[config.mk]
export PLATFORM = sky130hd
export DESIGN_NAME = random_word_selector
export DESIGN_NICKNAME = d
export VERILOG_FILES = /design/src/rtl/random_word_selector.sv
export SDC_FILE = /design/constraint.sdc
export NUM_CORES = 1
export LEC_CHECK = 0
export ABC_AREA = 1
export BUFFER_PORTS_ARGS = -buffer_cell sky130_fd_sc_hd__buf_2
export CAP_MARGIN = 15
export CORE_MARGIN = 2
export CORE_UTILIZATION = 45
export DETAILED_ROUTE_END_ITERATION = 8
export GPL_TIMING_DRIVEN = 1
export PLACE_DENSITY = 0.61
export SYNTH_ARGS = -nofsm -noshare
export SYNTH_HDL_FRONTEND = slang
export SYNTH_SLANG_ARGS = --single-unit
[constraint.sdc]
create_clock -name clk -period 2.1 [get_ports clk]
set_input_delay 0.105 -clock clk [delete_from_list [all_inputs] [get_ports clk]]
set_output_delay 0.105 -clock clk [all_outputs]
set_load 0.03 [all_outputs]
[src/rtl/random_word_selector.sv]
// Consumer of the RNG: strobes grab_word, samples random_num and rejects out-of-range or
// recently delivered indices. Delivers one accepted index per start over valid/ready.
module random_word_selector #(
   parameter int WORD_COUNT    = 100,
   parameter int HISTORY_DEPTH = 4,
   parameter int MAX_TRIES     = 15
) (
   input  logic       clk,
   input  logic       reset,
   input  logic       start,
   input  logic [6:0] random_num,
   output logic       grab_word,
   output logic [6:0] word_index,
   output logic       word_valid,
   input  logic       word_ready,
   output logic       fallback,
   output logic       busy
);

   // state   | meaning
   // IDLE    | waiting for start
   // GRAB    | grab_word strobe to the RNG
   // WAIT    | RNG settling cycle
   // SAMPLE  | capture random_num into cand
   // CHECK   | accept, retry or force the fallback index
   // PRESENT | word_valid high until word_ready
   typedef enum logic [2:0] {
      S_IDLE, S_GRAB, S_WAIT, S_SAMPLE, S_CHECK, S_PRESENT
   } state_t;

   localparam logic [7:0] WC8 = 8'(WORD_COUNT);
   localparam logic [4:0] MT5 = 5'(MAX_TRIES);

   state_t                   state_q;
   logic [6:0]               cand_q;
   logic [3:0]               tries_q;
   logic                     grab_q;
   logic                     valid_q;
   logic                     fb_q;
   logic [6:0]               idx_q;
   logic [6:0]               hist_q [HISTORY_DEPTH];
   logic [HISTORY_DEPTH-1:0] hist_vld_q;

   logic                     in_range_d;
   logic                     hist_hit_d;
   logic                     last_try_d;
   logic [6:0]               fb_idx_d;

   always_comb begin
      in_range_d = ({1'b0, cand_q} < WC8);
      hist_hit_d = 1'b0;
      for (int i = 0; i < HISTORY_DEPTH; i++) begin
         if (hist_vld_q[i] && (hist_q[i] == cand_q)) hist_hit_d = 1'b1;
      end
   end

   assign last_try_d = (({1'b0, tries_q} + 5'd1) == MT5);
   // WORD_COUNT >= 64, so a single wrap brings any 7-bit value into range
   assign fb_idx_d   = in_range_d ? cand_q : 7'({1'b0, cand_q} - WC8);

   always_ff @(posedge clk or negedge reset) begin
      if (!reset) begin
         state_q    <= S_IDLE;
         cand_q     <= '0;
         tries_q    <= '0;
         grab_q     <= 1'b0;
         valid_q    <= 1'b0;
         fb_q       <= 1'b0;
         idx_q      <= '0;
         hist_vld_q <= '0;
         for (int i = 0; i < HISTORY_DEPTH; i++) hist_q[i] <= '0;
      end else begin
         case (state_q)
            S_IDLE: begin
               if (start) begin
                  state_q <= S_GRAB;
                  grab_q  <= 1'b1;
                  tries_q <= '0;
               end
            end
            S_GRAB: begin
               grab_q  <= 1'b0;
               state_q <= S_WAIT;
            end
            S_WAIT: state_q <= S_SAMPLE;
            S_SAMPLE: begin
               cand_q  <= random_num;
               state_q <= S_CHECK;
            end
            S_CHECK: begin
               if (in_range_d && !hist_hit_d) begin
                  idx_q   <= cand_q;
                  fb_q    <= 1'b0;
                  valid_q <= 1'b1;
                  state_q <= S_PRESENT;
               end else if (last_try_d) begin
                  idx_q   <= fb_idx_d;
                  fb_q    <= 1'b1;
                  valid_q <= 1'b1;
                  state_q <= S_PRESENT;
               end else begin
                  tries_q <= tries_q + 4'd1;
                  grab_q  <= 1'b1;
                  state_q <= S_GRAB;
               end
            end
            S_PRESENT: begin
               if (word_ready) begin
                  valid_q <= 1'b0;
                  for (int i = HISTORY_DEPTH - 1; i > 0; i--) begin
                     hist_q[i]     <= hist_q[i-1];
                     hist_vld_q[i] <= hist_vld_q[i-1];
                  end
                  hist_q[0]     <= idx_q;
                  hist_vld_q[0] <= 1'b1;
                  state_q       <= S_IDLE;
               end
            end
            default: state_q <= S_IDLE;
         endcase
      end
   end

   assign grab_word  = grab_q;
   assign word_index = idx_q;
   assign word_valid = valid_q;
   assign fallback   = fb_q;
   assign busy       = (state_q != S_IDLE);

endmodule

# ---- Yosys cells after proc, flatten, opt, wreduce, memory -nomap -nowiden
# Cells that the tools add are included.
dict set report word_totals {
  output_inout_bits 11
  elab_cells 74
  inputBits 11
  register_bits 56
}
dict set report classes {
  n_reduce_logical 18
  n_addsub 3
  n_eq_ne 15
  order_cmp 1
  muxes 25
}
# op count
set ops {}
lappend ops {{$eq 7x7->1} 4}
lappend ops {{$mux 7} 3}
lappend ops {{$pmux 3 s6} 1}
lappend ops {{$mux 3} 4}
lappend ops {{$mux 4} 3}
lappend ops {{$mux 1} 11}
lappend ops {{$ne 2x2->1 const B} 4}
lappend ops {{$pmux 4 s2} 1}
lappend ops {{$reduce_and 4->1} 2}
lappend ops {{$lt 7x7->1 const B} 1}
lappend ops {{$sub 7x7->7 const B} 1}
lappend ops {{$eq 3x2->1 const B} 2}
lappend ops {{$eq 3x3->1 const B} 2}
lappend ops {{$reduce_and 2->1} 3}
lappend ops {{$reduce_bool 2->1} 3}
lappend ops {{$reduce_bool 3->1} 2}
lappend ops {{$add 4x1->5 const B} 1}
lappend ops {{$eq 5x4->1 const B} 1}
lappend ops {{$logic_and 1x1->1} 5}
lappend ops {{$add 4x1->4 const B} 1}
lappend ops {{$eq 3x1->1 const B} 1}
lappend ops {{$logic_not 3->1} 1}
lappend ops {{$ne 3x3->1 const B} 1}
lappend ops {{$pmux 1 s3} 1}
lappend ops {{other kinds (3)} 3}

# ---- Longest topological paths before layout
# Gate-level depths: netlist (run 1).
dict set report depth {
  word_depth 10
  ltp_mapped 13
}

# ---- Least setup slack after synthesis (run 1)
# No wires, ideal clock.
dict set report synth_timing {
  path_type {register to register}
  from {register tries_q[0]}
  to {register tries_q[0]}
  path_slack_ns 0.560
  stages_incl_launch_ff 11
  setup_time_ns 0.117
  synth_period_minus_slack_ns 1.540
  t_arrival_ns 1.423
  cell_sequence {dfrtp_1 -> ha_1 -> xor2_1 -> nand2_1 -> inv_2 -> nand2_1 -> nor2_1 -> nor2_1 -> nand3_2 -> nand2_1 -> nand2_1}
}
dict set report synth_between {
  elab_chain_cells 4
  word_cells_on_any_way 8
}
# element line
set synth_rtl {}
lappend synth_rtl {{start, declared} 36} ;# logic [3:0] tries_q;
lappend synth_rtl {{start signal, assigned} 102} ;# tries_q <= tries_q + 4'd1;
lappend synth_rtl {{$add 4x1->5 or $add 4x1->4 (tied branches)} {57, 102}}
lappend synth_rtl {{$eq 5x4->1 or $mux 4 (tied branches)} {57, 96}}
lappend synth_rtl {{$ne 2x2->1 (no source line) or $mux 4 (tied branches)} --}
lappend synth_rtl {{$reduce_and 4->1 (no source line) or $pmux 4 s2 (tied branches)} --}
# Parallel ways exist; a longest one is shown, timed or not. The select of a mux whose other input is x is not followed.
# A chain may end at the register's enable or synchronous reset.

# ---- Final worst setup path (run 1)
dict set report layout_timing {
  from {register state_q[1]}
  to {register hist_q[23] (netlist bit)}
}
dict set report layout_between {
  elab_chain_cells 2
}
# element line
set layout_rtl {}
lappend layout_rtl {{start, declared} 34} ;# state_t state_q;
lappend layout_rtl {{start signal, assigned} 63} ;# state_q <= S_IDLE;
lappend layout_rtl {{start signal, assigned} 76} ;# state_q <= S_GRAB;
lappend layout_rtl {{start signal, assigned} 83} ;# state_q <= S_WAIT;
lappend layout_rtl {{$eq 3x3->1} 73} ;# case (state_q)
lappend layout_rtl {{$reduce_and 2->1 (no source line)} --}
lappend layout_rtl {{end signal, assigned by index} 111} ;# hist_q[i] <= hist_q[i-1];
lappend layout_rtl {{end, declared} 41} ;# logic [6:0] hist_q [HISTORY_DEPTH];
# Every way passes these cells.

==> out/qor.csv, run 1 <==
metric,value,unit
synth-edff-count,0,
fin_crit,1.75,ns
rsz0062_at_grt,no,
coreArea,6240,sq um
clkLatencyLatePin,0.30,ns
critPathCapture,hist_q[23]$_DFFE_PN0P_,
postCtsSetupBuffers,0,
r2r_start,state_q[1]$_DFFE_PN0P_,
vias,2225,
cp.required,2.28,ns
yosysMostFrequentCell,nand2_1,
area_growth,10.9,%
syn_inst,359,
syn_area,2850,sq um
maxCapViolCount,0,
io_buffers,21,
reg2reg_depth,5,
powerDensity,1470,nW/um^2
drt-wirelength-per-cell,13.6,um
wl,6250,um
slew_headroom,61.9,%
synth_seq_cells,56,
cellLeakagePower,1.65,nW
slowest_stage,dfrtp_1,
dpl_worst_slack,0.369,ns
reg2reg_slack,0.35,ns
startpoint,state_q[1]$_DFFE_PN0P_,
cts_root_buffer,clkbuf_8,
crit_path_end_kind,flop,
antenna_found_initial,0,
cts_inserted_buffers,5,
final_antenna_net_count,0,
critical_path_depth,5,
fin_skew,0.00894,ns
worstPathArrival,1.93,ns
hold_buffers,1,
synth_common_cells,"nand2_1 (109), dfrtp_1 (56), nor2_1 (37), inv_1 (31), o21ai_0 (23)",
max_freq,572,MHz
htreeDepth,2,
clk_pin_slew_worst_paths,0.09,ns
syn_avg_cell_area,7.95,sq um
synth_flop_cell,dfrtp_1,
status,"complete, no violations",
track_usage,19.6,%
place.gp.congestion,0.838,
grt_first_pass_wirelength,10800,um
drv_slew,0,
hold_violations,0,
fp.dieH,83.6,um
synth_area_leader_cell,dfrtp_1,
drtIter0Drc,121,
num_io_pins,22,
timing.setup.tns,0,ns
grt_pass1_vias,2183,
async_reset_ff_share,100,%
synth_top_area_share,49.1,%
start_util,45.7,%
die_area,6990,sq um
dr.pass1.iters,4,
fp.dieW,83.6,um
cp-start-kind,flop,
yosysUniqueCellTypes,31,
critPathKind,flop to flop,
dpl.hpwl,4790,um
setup_ws,0.353,ns
cts.sinks,56,
netlist_top_cells_area,"dfrtp_1 (49%), nand2_1 (14%), nor2_1 (4.9%)",
yosysSeqAreaShare,49.1,%
yosysWarnings,0,
overflow,0,
nNetsFinal,398,
postLayoutCellArea,3160,sq um
fillers,631,
antennaDiodeCount,0,
synth_nets,373,
min_from,random_num[0],
setup_violations,0,
row_count,29,
grt_max_degree,25,
worstPathCellList,nor3_1 > nand2_2 > buf_4 > nor2_1 > a21oi_1,
hp-class,input port to flop,
place_area,3060,sq um
post-route-period-util,83.2,%
tritoncts,yes,
critPathMaxFanout,24,
cp_num_buf_inv,1,
ir_worst_vdd,0.616,mV
layout-drive-gt1-share,18.0,%
r2r_end,hist_q[23]$_DFFE_PN0P_,
tightest_slew,0.571,ns
drc,0,
cts_resized,0,
crit_family,simple AND/OR/NAND/NOR gates,
holdPathStages,3,
clock_path_buffers,2,
vias_per_cell,4.84,
slowest_delay,0.42,ns
[worst min-delay path by stage]
stage | end | slack [ns]
5_1_grt | cand_q[2]$_DFFE_PN0P_ | 0.06
3_5_place_dp | hist_q[12]$_DFFE_PN0P_ | 0.11
3_3_place_gp | hist_q[12]$_DFFE_PN0P_ | 0.10
6_report | cand_q[0]$_DFFE_PN0P_ | 0.04
2_1_floorplan | cand_q[0]$_DFFE_PN0P_ | -0.19
4_1_cts | cand_q[0]$_DFFE_PN0P_ | 0.04
[kinds of logic (layout without fill, tap and decap cells)]
group / count (synthesis) / count (layout) / share of synthesized area (%)
AND/OR/NAND/NOR: 189 / 189 / 30.2
flip-flops: 56 / 56 / 49.1
buffers and inverters: 53 / 77 / 7.32
AO/OA/AOI/OAI: 48 / 48 / 8.77
multiplexers: 3 / 3 / 1.18
adder cells (fa/ha/maj): 3 / 3 / 1.32
XOR/XNOR: 7 / 7 / 2.15
[registers in the layout (all words and copies together) (netlist names)]
register and cells:
cand_q 7, fallback 1, grab_word 1, hist_q 28, hist_vld_q 4, state_q 3
tries_q 4, word_index 7, word_valid 1
[per-stage QoR]
stage               utilization [%]  power, mW  std cells  hold slack (ns)
CTS                            50.7       4.70        460           0.0377
floorplan                         -       3.46        359           -0.191
detailed placement             49.0       4.02        453            0.106
global placement               49.0       4.00        453            0.103
global route                   50.7       5.08        460           0.0604
finish                         50.7       4.66        460           0.0389
[final cells by class]
cell class | count | area, sq um | share of cell area, %
inverter | 43 | 161 | 5.10
clock buffer | 5 | 68.8 | 2.17
multi-input combinational | 250 | 1250 | 39.4
tap | 77 | 96.3 | 3.04
timing repair buffer | 28 | 160 | 5.06
clock inverter | 1 | 30.0 | 0.949
sequential | 56 | 1400 | 44.3
[worst min-delay path, stage by stage]
cell     delay (ns)
buf_2          0.07
nor2_1         0.03
a21oi_1        0.10
[cells in the final DEF, fill, tap and decap left out, types with 5 or more instances in the layout]
cell type  count
clkbuf_8       5
dfrtp_1       56
nor2_1        37
inv_1         31
nand2_2        8
inv_2         12
o21ai_1        5
nand2_1      108
o21ai_0       23
buf_4          6
nand3_1       16
buf_2         21
a21oi_1       17
[where the power goes]
group	internal (mW)	switching [mW]
clock	0.343	0.326
combinational	0.716	1.35
sequential	1.51	0.421
[routing by layer]
| layer | part of all wire [%] | track usage (%) |
|---|---|---|
| met5 | 0 | 0 |
| met4 | 2.1 | 5.87 |
| met1 | 50 | 28.8 |
| met3 | 4.6 | 3.46 |
| met2 | 43 | 29.9 |
(Power assumes the default switching activity.)
==> run 2, diff against run 1 <==
==> constraint.sdc (replaced) <==
create_clock -name clk -period 1.85 [get_ports clk]
set_input_delay 0.0925 -clock clk [delete_from_list [all_inputs] [get_ports clk]]
set_output_delay 0.0925 -clock clk [all_outputs]
set_load 0.03 [all_outputs]
==> run 2 against run 1 <==
Effect of this change:
- clock skew decreased by 0.0038 ns
- sequential power increased by 13%
- die area unchanged
- sequential cell count unchanged
- total power increased by 12%
- largest cell class unchanged
- cell count increased by 0.65%
- count of clock-buffer cells in the layout increased by 3
- sequential share of layout area decreased by 0.15 points
- design area increased by 0.51%
==> out/qor.csv, run 2 (same netlist as run 1, synthesis figures left out) <==
metric,value,unit,change
status,"complete, no violations",,
cts_root_buffer,clkbuf_8,,
io_buffers,21,,unchanged
dpl.hpwl,4670,um,-2.4%
holdPathStages,3,,unchanged
layout-drive-gt1-share,18.9,%,+0.90 points
cellLeakagePower,1.66,nW,+0.23%
drv_slew,0,,unchanged
cp.required,2.02,ns,-0.26 ns
reg2reg_depth,8,,+3
hp-class,input port to flop,,
drc,0,,unchanged
final_common_cell,nand2_1,,
cpMostUsedCell,nand3_1,,
grt_max_degree,28,,+12%
slowest_stage,dfrtp_1,,
die_area,6990,sq um,unchanged
clock_path_buffers,2,,unchanged
setup_violations,0,,unchanged
cp-start-kind,flop,,
layout.cells.non_filler,463,,+0.65%
crit_path_end_kind,flop,,
vias,2239,,+0.63%
coreArea,6240,sq um,unchanged
hold_violations,0,,unchanged
slew_headroom,60.8,%,-1.1 points
r2r_start,cand_q[6]$_DFFE_PN0P_,,
worstPathArrival,1.81,ns,-0.12 ns
min_from,random_num[2],,
startpoint,cand_q[6]$_DFFE_PN0P_,,
fp.dieW,83.6,um,unchanged
maxCapViolCount,0,,unchanged
grt_pass1_vias,2180,,-0.14%
final_antenna_net_count,0,,unchanged
num_io_pins,22,,unchanged
max_flop_register,hist_q,,
clk_pin_slew_worst_paths,0.09,ns,about the same
fin_crit,1.64,ns,-0.105 ns
tightest_slew,0.587,ns,+0.0161 ns
largest_reg_flops,28,,unchanged
dpl.cell_count,454,,+0.22%
overflow,0,,unchanged
critPathMaxFanout,8,,-67%
drt-wirelength-per-cell,13.4,um,-1.6%
dr.pass1.iters,4,,unchanged
antenna_found_initial,0,,unchanged
rsz0062_at_grt,no,,
slowest_delay,0.47,ns,+0.05 ns
fp.dieH,83.6,um,unchanged
track_usage,18.9,%,-0.68 points
place_area,3080,sq um,+0.66%
cts_inserted_buffers,5,,unchanged
post-route-period-util,88.8,%,+5.6 points
critPathKind,flop to flop,,
ir_worst_vdd,0.734,mV,+19%
max_freq,609,MHz,+6.4%
worstPathCellList,xnor2_1 > nand3_1 > nor2_1 > nand2_1 > nand3_4 > nand2_4 > nand2_8 > nand3_1,,
timing.setup.tns,0,ns,unchanged
tritoncts,yes,,
reg2reg_slack,0.21,ns,-0.14 ns
htreeDepth,2,,unchanged
powerDensity,1640,nW/um^2,+12%
cts.sinks,56,,unchanged
clkLatencyLatePin,0.30,ns,about the same
final_cell_mix,"nand2_1 (108), dfrtp_1 (54), nor2_1 (36), inv_1 (31), o21ai_0 (23)",,
grt_first_pass_wirelength,10600,um,-1.7%
nNetsFinal,399,,+0.25%
antennaDiodeCount,0,,unchanged
fin_skew,0.00511,ns,-0.00383 ns
start_util,45.7,%,unchanged
postCtsSetupBuffers,0,,unchanged
drtIter0Drc,105,,-13%
vias_per_cell,4.84,,about the same
place.gp.congestion,0.835,,-0.37%
row_count,29,,unchanged
postLayoutCellArea,3180,sq um,+0.51%
wl,6190,um,-0.94%
area_growth,11.4,%,
run 2: cell types whose count changed in the layout (fill, tap and decap cells not counted), sizes merged:
cell,before,now
buf,27,28
bufinv,1,0
clkbuf,5,8
run 2: path summary, 6_finish.rpt:
path,endpoint
setup / recovery,state_q[2]$_DFFE_PN0P_
hold / removal,cand_q[2]$_DFFE_PN0P_
setup reg to reg,state_q[2]$_DFFE_PN0P_
hold reg to reg,hist_vld_q[0]$_DFFE_PN0P_
max in group asynchronous,word_index[5]$_DFFE_PN0P_
min in group asynchronous,hist_vld_q[1]$_DFFE_PN0P_
run 2: per-layer routing:
metal / routed length (um) / track usage (%) / vias up
met5: 0 / 0 / -
met2: 2780 / 29.2 / 28
met4: 90 / 5.57 / 0
li1: - / - / 1174
met3: 174 / 3.17 / 9
met1: 3140 / 27.6 / 1028
run 2: timing repair:
| item | 4_1_cts | 5_1_grt |
|---|---|---|
| setup endpoints to repair | 0 | 4 |
| endpoints found under the hold margin | 18 | 0 |
| hold buffers | 1 | 0 |
| gates resized for setup | 0 | 3 |
run 2: critical path: cells and delay by family, from the launching register on:
family / cells / cell delay, ns
and+or+nand+nor: 7 / 0.80
DFF: 1 / 0.47
xor gates and xnor gates: 1 / 0.24
run 2: power breakdown:
group / internal [mW] / switching [mW] / total [mW]
clock network: 0.307 / 0.377 / 0.683
logic: 0.831 / 1.52 / 2.35
registers: 1.71 / 0.475 / 2.19
total: 2.85 / 2.37 / 5.22
run 2: area by class of cell:
cell class              instances  area, sq um
fillers                       619         3060
flip-flops and latches         56         1400
multi-input cells             250         1250
repair buffers                 29          180
inverters                      43          161
well taps                      77         96.3
clock buffers                   8         90.1
run 2: stage by stage:
step                util (%)  hold slack [ns]  power, mW  setup slack (ns)
floorplan                  -           -0.203       3.93             0.310
global placement        49.3           0.0916       4.54             0.174
detailed placement      49.3           0.0903       4.57             0.150
CTS                     50.9           0.0202       5.27             0.138
global route            51.0           0.0486       5.71            0.0159
finish                  51.0           0.0292       5.22             0.208
